`src/rtl/main_control_fsm_pkg.sv`:
```
// rtl/main_control_fsm_pkg.sv - state, opcode and ALUOp definitions shared by the control FSM and ALU control decoder
package main_control_fsm_pkg;

  typedef enum logic [3:0] {
    S_START,
    S_FETCH,
    S_DECODE,
    S_MEM_ADDR,
    S_MEM_RD,
    S_MEM_WB,
    S_MEM_WR,
    S_EXEC_R,
    S_EXEC_I,
    S_ALU_WB,
    S_BRANCH,
    S_JUMP
  } state_t;

  localparam logic [3:0] OP_R    = 4'b0000;
  localparam logic [3:0] OP_ADDI = 4'b0001;
  localparam logic [3:0] OP_ANDI = 4'b0010;
  localparam logic [3:0] OP_ORI  = 4'b0011;
  localparam logic [3:0] OP_SLTI = 4'b0100;
  localparam logic [3:0] OP_LW   = 4'b0101;
  localparam logic [3:0] OP_SW   = 4'b0110;
  localparam logic [3:0] OP_BEQ  = 4'b0111;
  localparam logic [3:0] OP_BNE  = 4'b1000;
  localparam logic [3:0] OP_J    = 4'b1001;

  localparam logic [2:0] ALUOP_R   = 3'b000;
  localparam logic [2:0] ALUOP_AND = 3'b001;
  localparam logic [2:0] ALUOP_ADD = 3'b010;
  localparam logic [2:0] ALUOP_SUB = 3'b100;
  localparam logic [2:0] ALUOP_OR  = 3'b101;
  localparam logic [2:0] ALUOP_SLT = 3'b110;

  localparam logic [1:0] SRCB_REGB = 2'b00;
  localparam logic [1:0] SRCB_ONE  = 2'b01;
  localparam logic [1:0] SRCB_SEXT = 2'b10;
  localparam logic [1:0] SRCB_ZEXT = 2'b11;

  localparam logic [1:0] PCSRC_ALU    = 2'b00;
  localparam logic [1:0] PCSRC_ALUOUT = 2'b01;
  localparam logic [1:0] PCSRC_JUMP   = 2'b10;

  // Opcodes above J are unassigned and trap as illegal.
  function automatic logic is_legal_op(input logic [3:0] op);
    return (op <= OP_J);
  endfunction

endpackage

```
`src/rtl/main_control_next.sv`:
```
// rtl/main_control_next.sv - combinational next-state logic of the multicycle control FSM
module main_control_next
  import main_control_fsm_pkg::*;
(
  input  state_t     i_state,
  input  logic [3:0] i_opcode,
  input  logic       i_mem_ready,
  output state_t     o_next
);

  always_comb begin
    o_next = S_FETCH;
    case (i_state)
      S_START:    o_next = S_FETCH;
      S_FETCH:    o_next = i_mem_ready ? S_DECODE : S_FETCH;
      S_DECODE: begin
        case (i_opcode)
          OP_R:                              o_next = S_EXEC_R;
          OP_ADDI, OP_ANDI, OP_ORI, OP_SLTI: o_next = S_EXEC_I;
          OP_LW, OP_SW:                      o_next = S_MEM_ADDR;
          OP_BEQ, OP_BNE:                    o_next = S_BRANCH;
          OP_J:                              o_next = S_JUMP;
          default:                           o_next = S_FETCH;
        endcase
      end
      S_MEM_ADDR: o_next = (i_opcode == OP_SW) ? S_MEM_WR : S_MEM_RD;
      S_MEM_RD:   o_next = i_mem_ready ? S_MEM_WB : S_MEM_RD;
      S_MEM_WR:   o_next = i_mem_ready ? S_FETCH : S_MEM_WR;
      S_EXEC_R,
      S_EXEC_I:   o_next = S_ALU_WB;
      default:    o_next = S_FETCH;
    endcase
  end

endmodule

```
`src/rtl/main_control_fsm.sv`:
```
// rtl/main_control_fsm.sv - multicycle CPU main control: state register and per-state output decode
module main_control_fsm
  import main_control_fsm_pkg::*;
(
  input  logic       clk,
  input  logic       rst_n,
  input  logic [3:0] opcode,
  input  logic       mem_ready,
  input  logic       zero,
  output logic       mem_read,
  output logic       mem_write,
  output logic       i_or_d,
  output logic       ir_write,
  output logic       pc_write,
  output logic       reg_write,
  output logic       reg_dst,
  output logic       mem_to_reg,
  output logic       alu_src_a,
  output logic [1:0] alu_src_b,
  output logic [1:0] pc_source,
  output logic [2:0] ALUOp,
  output logic       illegal_op
);

  state_t     r_state;
  state_t     w_next;
  logic [3:0] r_opcode;

  main_control_next u_next (
    .i_state     (r_state),
    .i_opcode    (opcode),
    .i_mem_ready (mem_ready),
    .o_next      (w_next)
  );

  // Opcode is latched in DECODE so later instruction-register changes cannot disturb execute states.
  always_ff @(posedge clk or negedge rst_n) begin
    if (!rst_n) begin
      r_state  <= S_START;
      r_opcode <= '0;
    end else begin
      r_state <= w_next;
      if (r_state == S_DECODE) r_opcode <= opcode;
    end
  end

  always_comb begin
    mem_read   = 1'b0;
    mem_write  = 1'b0;
    i_or_d     = 1'b0;
    ir_write   = 1'b0;
    pc_write   = 1'b0;
    reg_write  = 1'b0;
    reg_dst    = 1'b0;
    mem_to_reg = 1'b0;
    alu_src_a  = 1'b0;
    alu_src_b  = SRCB_REGB;
    pc_source  = PCSRC_ALU;
    ALUOp      = ALUOP_R;
    illegal_op = 1'b0;
    case (r_state)
      S_FETCH: begin
        mem_read  = 1'b1;
        alu_src_b = SRCB_ONE;
        ALUOp     = ALUOP_ADD;
        pc_source = PCSRC_ALU;
        ir_write  = mem_ready;
        pc_write  = mem_ready;
      end
      S_DECODE: begin
        alu_src_b  = SRCB_SEXT;
        ALUOp      = ALUOP_ADD;
        illegal_op = !is_legal_op(opcode);
      end
      S_MEM_ADDR: begin
        alu_src_a = 1'b1;
        alu_src_b = SRCB_SEXT;
        ALUOp     = ALUOP_ADD;
      end
      S_MEM_RD: begin
        mem_read = 1'b1;
        i_or_d   = 1'b1;
      end
      S_MEM_WB: begin
        reg_write  = 1'b1;
        mem_to_reg = 1'b1;
      end
      S_MEM_WR: begin
        mem_write = 1'b1;
        i_or_d    = 1'b1;
      end
      S_EXEC_R: begin
        alu_src_a = 1'b1;
        ALUOp     = ALUOP_R;
        reg_dst   = 1'b1;
      end
      S_EXEC_I: begin
        alu_src_a = 1'b1;
        case (r_opcode)
          OP_ANDI: begin ALUOp = ALUOP_AND; alu_src_b = SRCB_ZEXT; end
          OP_ORI:  begin ALUOp = ALUOP_OR;  alu_src_b = SRCB_ZEXT; end
          OP_SLTI: begin ALUOp = ALUOP_SLT; alu_src_b = SRCB_SEXT; end
          default: begin ALUOp = ALUOP_ADD; alu_src_b = SRCB_SEXT; end
        endcase
      end
      S_ALU_WB: begin
        reg_write = 1'b1;
        reg_dst   = (r_opcode == OP_R);
      end
      S_BRANCH: begin
        alu_src_a = 1'b1;
        ALUOp     = ALUOP_SUB;
        pc_source = PCSRC_ALUOUT;
        pc_write  = (r_opcode == OP_BNE) ? ~zero : zero;
      end
      S_JUMP: begin
        pc_source = PCSRC_JUMP;
        pc_write  = 1'b1;
      end
      default: ;
    endcase
  end

endmodule

```
`config.mk`:
```
export PLATFORM = sky130hd
export DESIGN_NAME = main_control_fsm
export DESIGN_NICKNAME = d
export VERILOG_FILES = /design/src/rtl/main_control_fsm_pkg.sv /design/src/rtl/main_control_next.sv /design/src/rtl/main_control_fsm.sv
export SDC_FILE = /design/constraint.sdc
export NUM_CORES = 1
export LEC_CHECK = 0
export CAP_MARGIN = 15
export CORE_MARGIN = 3
export CORE_UTILIZATION = 30
export DETAILED_ROUTE_END_ITERATION = 12
export DONT_BUFFER_PORTS = 1
export PLACE_DENSITY = 0.44
export SLEW_MARGIN = 10
export SYNTH_ARGS = -nofsm -noshare
export SYNTH_HDL_FRONTEND = slang
export SYNTH_SLANG_ARGS = --single-unit
export TNS_END_PERCENT = 30
```
`constraint.sdc`:
```
create_clock -name clk -period 2.2 [get_ports clk]
set_input_delay 0.44 -clock clk [delete_from_list [all_inputs] [get_ports clk]]
set_output_delay 0.44 -clock clk [all_outputs]
set_load 0.02 [all_outputs]
```
==> results of run 1 <==
==> power by group through the flow <==
stage,logic [uW],registers (uW),clock network (uW)
2_1_floorplan,566,285,0
3_3_place_gp,678,341,0
3_5_place_dp,669,349,0
4_1_cts,677,343,121
5_1_grt,738,361,130
6_report,671,347,115
==> logic make-up after synthesis <==
family          Yosys count
simple gates             43
compound gates           25
buf+inv                  10
flops                     8
mux                       4
fa+ha+maj                 4
xor+xnor                  3
==> timing repair <==
action / in CTS / in global routing
setup buffers: 0 / 0
endpoints found under the setup margin: 0 / 2
hold endpoints to repair: 8 / 0
resized for setup: 0 / 2
hold buffers: 1 / 0
==> registers in the layout, summed over array words and instances, names as in the netlist <==
| register | cells |
|---|---|
| r_opcode | 4 |
| r_state | 4 |
==> layer usage <==
layer  share of wire (%)  GRT usage [%]  up-vias
li1                    -              -      358
met1                  47           16.5      328
met2                  49           20.7       16
met3                 4.5           4.83        0
met4                   0              0        0
met5                   0              0        -
==> cell type report <==
cell class	instances	area (sq um)
well taps	28	35.0
flip-flops and latches	8	203
fillers	254	1450
repair buffers	10	77.6
clock buffers	3	22.5
multi-input cells	79	519
inverters	4	15.0
==> metrics by stage <==
step / power (uW) / utilization (%) / setup slack, ns / std cells
floorplan: 851 / - / 0.310 / 97
global placement: 1020 / 36.1 / 0.372 / 128
detailed placement: 1020 / 36.1 / 0.350 / 128
CTS: 1140 / 37.5 / 0.0747 / 132
global route: 1230 / 37.6 / 0.0523 / 132
finish: 1130 / 37.6 / 0.164 / 132
==> layout by cell type (no fill, tap or decap), types with 3 or more instances in the layout <==
cell type   n
o21ai_0     3
nor2_1     15
dfrtp_1     6
inv_1       4
nand3b_1    3
buf_4       9
ha_1        4
nand2_1     7
nand2b_1    8
nor3_1      3
mux2_2      4
o22ai_1     3
clkbuf_4    3
a21oi_1     6
==> worst max-delay path by stage <==
stage	end	slack [ns]	cells after the start
after floorplan	pc_write	0.31	3
after global placement	ALUOp[1]	0.37	3
after detailed placement	ALUOp[1]	0.35	3
after CTS	ALUOp[1]	0.07	3
after global routing	reg_write	0.05	3
final	reg_write	0.16	3
==> key figures, run 1 <==
Run status
  – Run status: completed

Power
  – Leakage: 0.000379 uW
  – P_int: 557 uW
  – Max VDD drop: between 500 and 600 uV
  – Switch share: 50.9%
  – Psw: 577 uW
  – Logic pwr share: 59.2%
  – Power per cell area: between 1000 and 1500 nW/um^2
  – Sequential Power Share: 30.6%
  – Clock Power Share: between 10% and 20%

Die
  – Width of the chip: between 50 and 60 microns
  – Rows: 17
  – Initial Utilization: between 30% and 40%
  – DIE HEIGHT: roughly 56 microns
  – Core area: about 2300 sq um
  – Total die area: ~3200 sq um
  – Ports: 25

STA
  – Max-slew violations: 0
  – Slew @ Worst Pin: roughly 0.48 ns
  – RSZ-0062 raised after global routing: no
  – Post-route setup TNS: 0 ns
  – Endpoints failing setup: 0
  – Clock Skew: around 0.012 ns
  – Final Hold Viols: 0
  – Fin crit share: 92.6%
  – Hold Worst Slack: 0.334 ns
  – Final Critical Period: a little over 2 ns
  – Rel. slew slack: 68.4%
  – Maximum clock frequency: 491 MHz

Synth
  – Number of flops mapped to enable cells by yosys: 0
  – YS warnings: 0
  – Largest family of logic cells by synthesized area: simple AND/OR/NAND/NOR gates
  – Mux contribution to synthesized area: 5.91%
  – Mapped Avg Cell Area: just under 8 sq um
  – Xor and xnor fraction of the mapped netlist area: 3.45%
  – Syn nets: 109
  – Post-synthesis compound-gate area fraction: 21.3%
  – Post-synth ARST share: 100%
  – Yosys top cell area share: approximately a quarter
  – Synthesized area: ~760 sq um
  – Area leader, netlist: dfrtp_1
  – Synth top cells by count: nor2_1, dfrtp_1, nand2b_1, nand2_1, a21oi_1
  – Synth area leaders: dfrtp_1, nor2_1, ha_1
  – Post-Synth Adder-Cell Area: between 6 and 7%
  – Most frequent cell after synthesis: nor2_1
  – Simple-Gate Fraction of Synth Area: 30.9%
  – Cells after Synth: 97
  – Top_reg_cell synth: dfrtp_1
  – Synth cell types: 33
  – Sequential fraction of the synthesis area: 26.3%
  – Synth Register Bits: 8

Detailed routing
  – DR pass1 iterations: 4
  – Via density: 5.32
  – DR WL/cell: around 15 microns
  – Final wirelength: 1.94 mm
  – Routed Antenna Nets: 0
  – Iter 0 DRT Violations: 13
  – Total number of vias: 702
  – DRC: 0

Worst setup path
  – CP startpoint kind: flop
  – Worst Reg2Reg Path Length in Cells: 4
  – Reg2Reg Capture Point: r_opcode[1]
  – Slowest library cell on the worst path: dfrtp_1
  – Crit path largest cell delay: 0.50 ns
  – WP data arrival: 1.60 ns
  – Crit path max-delay family: flip-flops
  – RR Startpoint: r_state[0]
  – Critical path origin: r_state[3]
  – CP max FO: 9
  – Crit path kind: flop to primary output
  – Crit. End Element: primary output
  – R2r setup slk: about 0.73 ns
  – Crit-path cells: buf_4 -> nand2b_1 -> a21oi_1
  – Worst Path Required: 1.76 ns
  – Worst Path Buf+Inv: 1

Clock network
  – Clock Pin Slew Worst Setup and Hold Paths: about 0.060 ns
  – TritonCTS clock tree: yes
  – Cts bufs inserted: 3
  – H-tree depth: 1
  – Worst skew pair latency: 0.26 ns
  – Root Driver: clkbuf_4
  – CTS Buffer Depth: 2
  – Clk sinks: 8

Worst hold path
  – Worst hold start: opcode[3]
  – Hold path depth: 1
  – Worst Hold End: r_opcode[3]
  – Hold Crit Class: input port to flop

GRT
  – Antenna violations before repair: 0
  – Total global-route track usage: around an eighth
  – Largest net degree at the start of global routing: 17
  – Global route overflow: 0
  – Vias in the first global route: 637
  – Global-route wire length before repair: 3.18 mm

Layout
  – Finished Cell Area: 872 sq um
  – Layout cells sized above 1: between 20% and 30%
  – Synth-to-Final Area Change: 14.4%
  – Nets@finish: 118
  – Diode count: 0

Flow run
  – Max-capacitance violation count: 0

Placed design
  – Placed cell area: 837 sq um
  – Final GP Congestion: 0.743
  – DP HPWL: 1.56 mm
  – IO Port Bufs: 0
(Power assumes the default switching activity.)
==> run 2, diff against run 1 <==
- CORE_UTILIZATION: 30 -> 40
- PLACE_DENSITY: 0.44 -> 0.54
- SKIP_CTS_REPAIR_TIMING: unset -> 1
==> run 2 against run 1 <==
  * Global-route usage increased by 1.9 points
  * Clock power is 9.6% lower
  * Largest cell class unchanged
  * Sequential share of layout area about the same
==> key figures, run 2 (synthesized netlist as in run 1, its figures left out) <==
Run status
  – Run status: completed

Detailed routing
  – DR pass1 iterations: 4 (unchanged)
  – Met2 routed WL: 804 microns (-15%)
  – WL met3: 98 microns (+11%)
  – Routed Antenna Nets: 0 (unchanged)
  – DRC: 0 (unchanged)
  – Iter 0 DRT Violations: 5 (-8)
  – Post-Route M1 WL: 802 microns (-11%)
  – Total number of vias: 688 (-2.0%)
  – Via density: 5.33 (+0.28%)
  – DR WL/cell: 13.3 microns (-9.8%)
  – Final wirelength: 1.71 mm (-12%)
  – Top sig layer: met4

Layout
  – Fillers: 192 (-24%)
  – Most frequent cells in the layout: nor2_1, buf_4, nand2b_1, nand2_1, dfrtp_1
  – Commonest non-fill, non-tap cell in the layout: nor2_1
  – Top Registers: r_opcode (4), r_state (4)
  – Diode count: 0 (unchanged)
  – Sequential cell area: 201 sq um (-0.62%)
  – Layout cells sized above 1: 19.2% (-0.96 points)
  – Multi-input gate area: 519 sq um (unchanged)
  – Nets@finish: 118 (unchanged)
  – Synth-to-Final Area Change: 13.8%

STA
  – Fin crit share: 96.0% (+3.4 points)
  – Post-route setup TNS: 0 ns (unchanged)
  – Endpoints failing setup: 0 (unchanged)
  – Maximum clock frequency: 473 MHz (-3.6%)
  – Rel. slew slack: 68.6% (+0.20 points)
  – Post-route setup slack: 0.0877 ns (-0.0758 ns)
  – Final Hold Viols: 0 (unchanged)
  – Final Critical Period: 2.11 ns (+0.0758 ns)
  – Max-slew violations: 0 (unchanged)
  – Clock Skew: 0.00205 ns (-0.00952 ns)
  – Hold Worst Slack: 0.348 ns (+0.0135 ns)
  – Slew @ Worst Pin: 0.479 ns (-0.00301 ns)
  – RSZ-0062 raised after global routing: no

Worst setup path
  – CP max FO: 13 (+4)
  – WP data arrival: 1.67 ns (+0.07 ns)
  – Worst Path Required: 1.76 ns (about the same)
  – CP startpoint kind: flop
  – Slowest library cell on the worst path: dfrtp_1
  – Crit. End Element: primary output
  – Crit path largest cell delay: 0.60 ns (+0.10 ns)
  – Crit path kind: flop to primary output
  – Crit-path cells: nor2_1 -> or2_2 -> a21oi_1

Clock network
  – H-tree depth: 1 (unchanged)
  – Cts bufs inserted: 3 (unchanged)
  – CTS Buffer Depth: 2 (unchanged)
  – Worst skew pair latency: 0.24 ns (-0.02 ns)
  – TritonCTS clock tree: yes
  – Clk sinks: 8 (unchanged)
  – Root Driver: clkbuf_4
  – Clock Pin Slew Worst Setup and Hold Paths: 0.05 ns (about the same)

Die
  – Ports: 25 (unchanged)
  – Rows: 15 (-2)
  – Initial Utilization: 43.2% (+10 points)
  – Core area: 1760 sq um (-24%)
  – DIE HEIGHT: 49.6 microns (-12%)
  – Total die area: 2460 sq um (-23%)
  – Width of the chip: 49.6 microns (-12%)

Placed design
  – Post-Place Setup Slack: 0.344 ns (-0.00540 ns)
  – Final GP Congestion: 0.827 (+11%)
  – DP HPWL: 1.42 mm (-9.3%)
  – IO Port Bufs: 0 (unchanged)

GRT
  – Vias in the first global route: 647 (+1.6%)
  – Antenna violations before repair: 0 (unchanged)
  – Global route overflow: 0 (unchanged)
  – Global-route wire length before repair: 2.84 mm (-11%)
  – Largest net degree at the start of global routing: 17 (unchanged)
  – Total global-route track usage: 14.4% (+1.9 points)

Worst hold path
  – Hold Crit Class: input port to flop

Power
  – Power per cell area: 1280 nW/um^2 (-1.3%)
  – Leakage: 0.000381 uW (+0.36%)
  – Max VDD drop: 606 uV (+12%)

Flow run
  – Max-capacitance violation count: 0 (unchanged)
run 2: cell counts in the layout (fill, tap and decap cells not counted):
No cell type changed its count.
run 2: routing by layer:
| layer | track usage (%) | vias to the layer above |
|---|---|---|
| li1 | - | 360 |
| met1 | 17.9 | 306 |
| met2 | 24.7 | 20 |
| met3 | 3.32 | 2 |
| met4 | 4.15 | 0 |
| met5 | 0 | - |
run 2: critical path: cells and delay by family, from the launching register on:
family	cells	cell delay, ns
AOI/OAI and AO/OA	1	0.40
DFF	1	0.60
and+or+nand+nor	2	0.43
run 2: worst paths after layout:
path                             start     endpoint  slack, ns  cells after the start
min in group asynchronous        rst_n  r_opcode[1]       0.54                      1
max in group asynchronous        rst_n   r_state[0]       1.37                      1
max                         r_state[1]     ALUOp[1]       0.09                      3
min                          opcode[0]  r_opcode[0]       0.35                      1
min reg2reg                r_opcode[0]  r_opcode[0]       0.57                      1
max reg2reg                 r_state[1]  r_opcode[3]       0.69                      4
run 2: cell type report:
cell class	instances	area share (%)
multi-input combinational	79	59.9
sequential	8	23.2
timing repair buffer	10	8.95
tap	25	3.61
clock buffer	3	2.60
inverter	4	1.73
run 2: where the power goes:
part           total [uW]  switching (uW)  internal [uW]
registers             346             131            215
logic                 663             385            277
clock network         104            41.7           61.9
run 2: metrics by stage:
stage | area [sq um] | util (%) | instances | power (uW)
after CTS | 856 | 48.5 | 128 | 1120
after global routing | 867 | 49.1 | 129 | 1210
after global placement | 833 | 47.2 | 125 | 1000
after floorplan | 762 | - | 97 | 851
final | 867 | 49.1 | 129 | 1110
after detailed placement | 833 | 47.2 | 125 | 1010
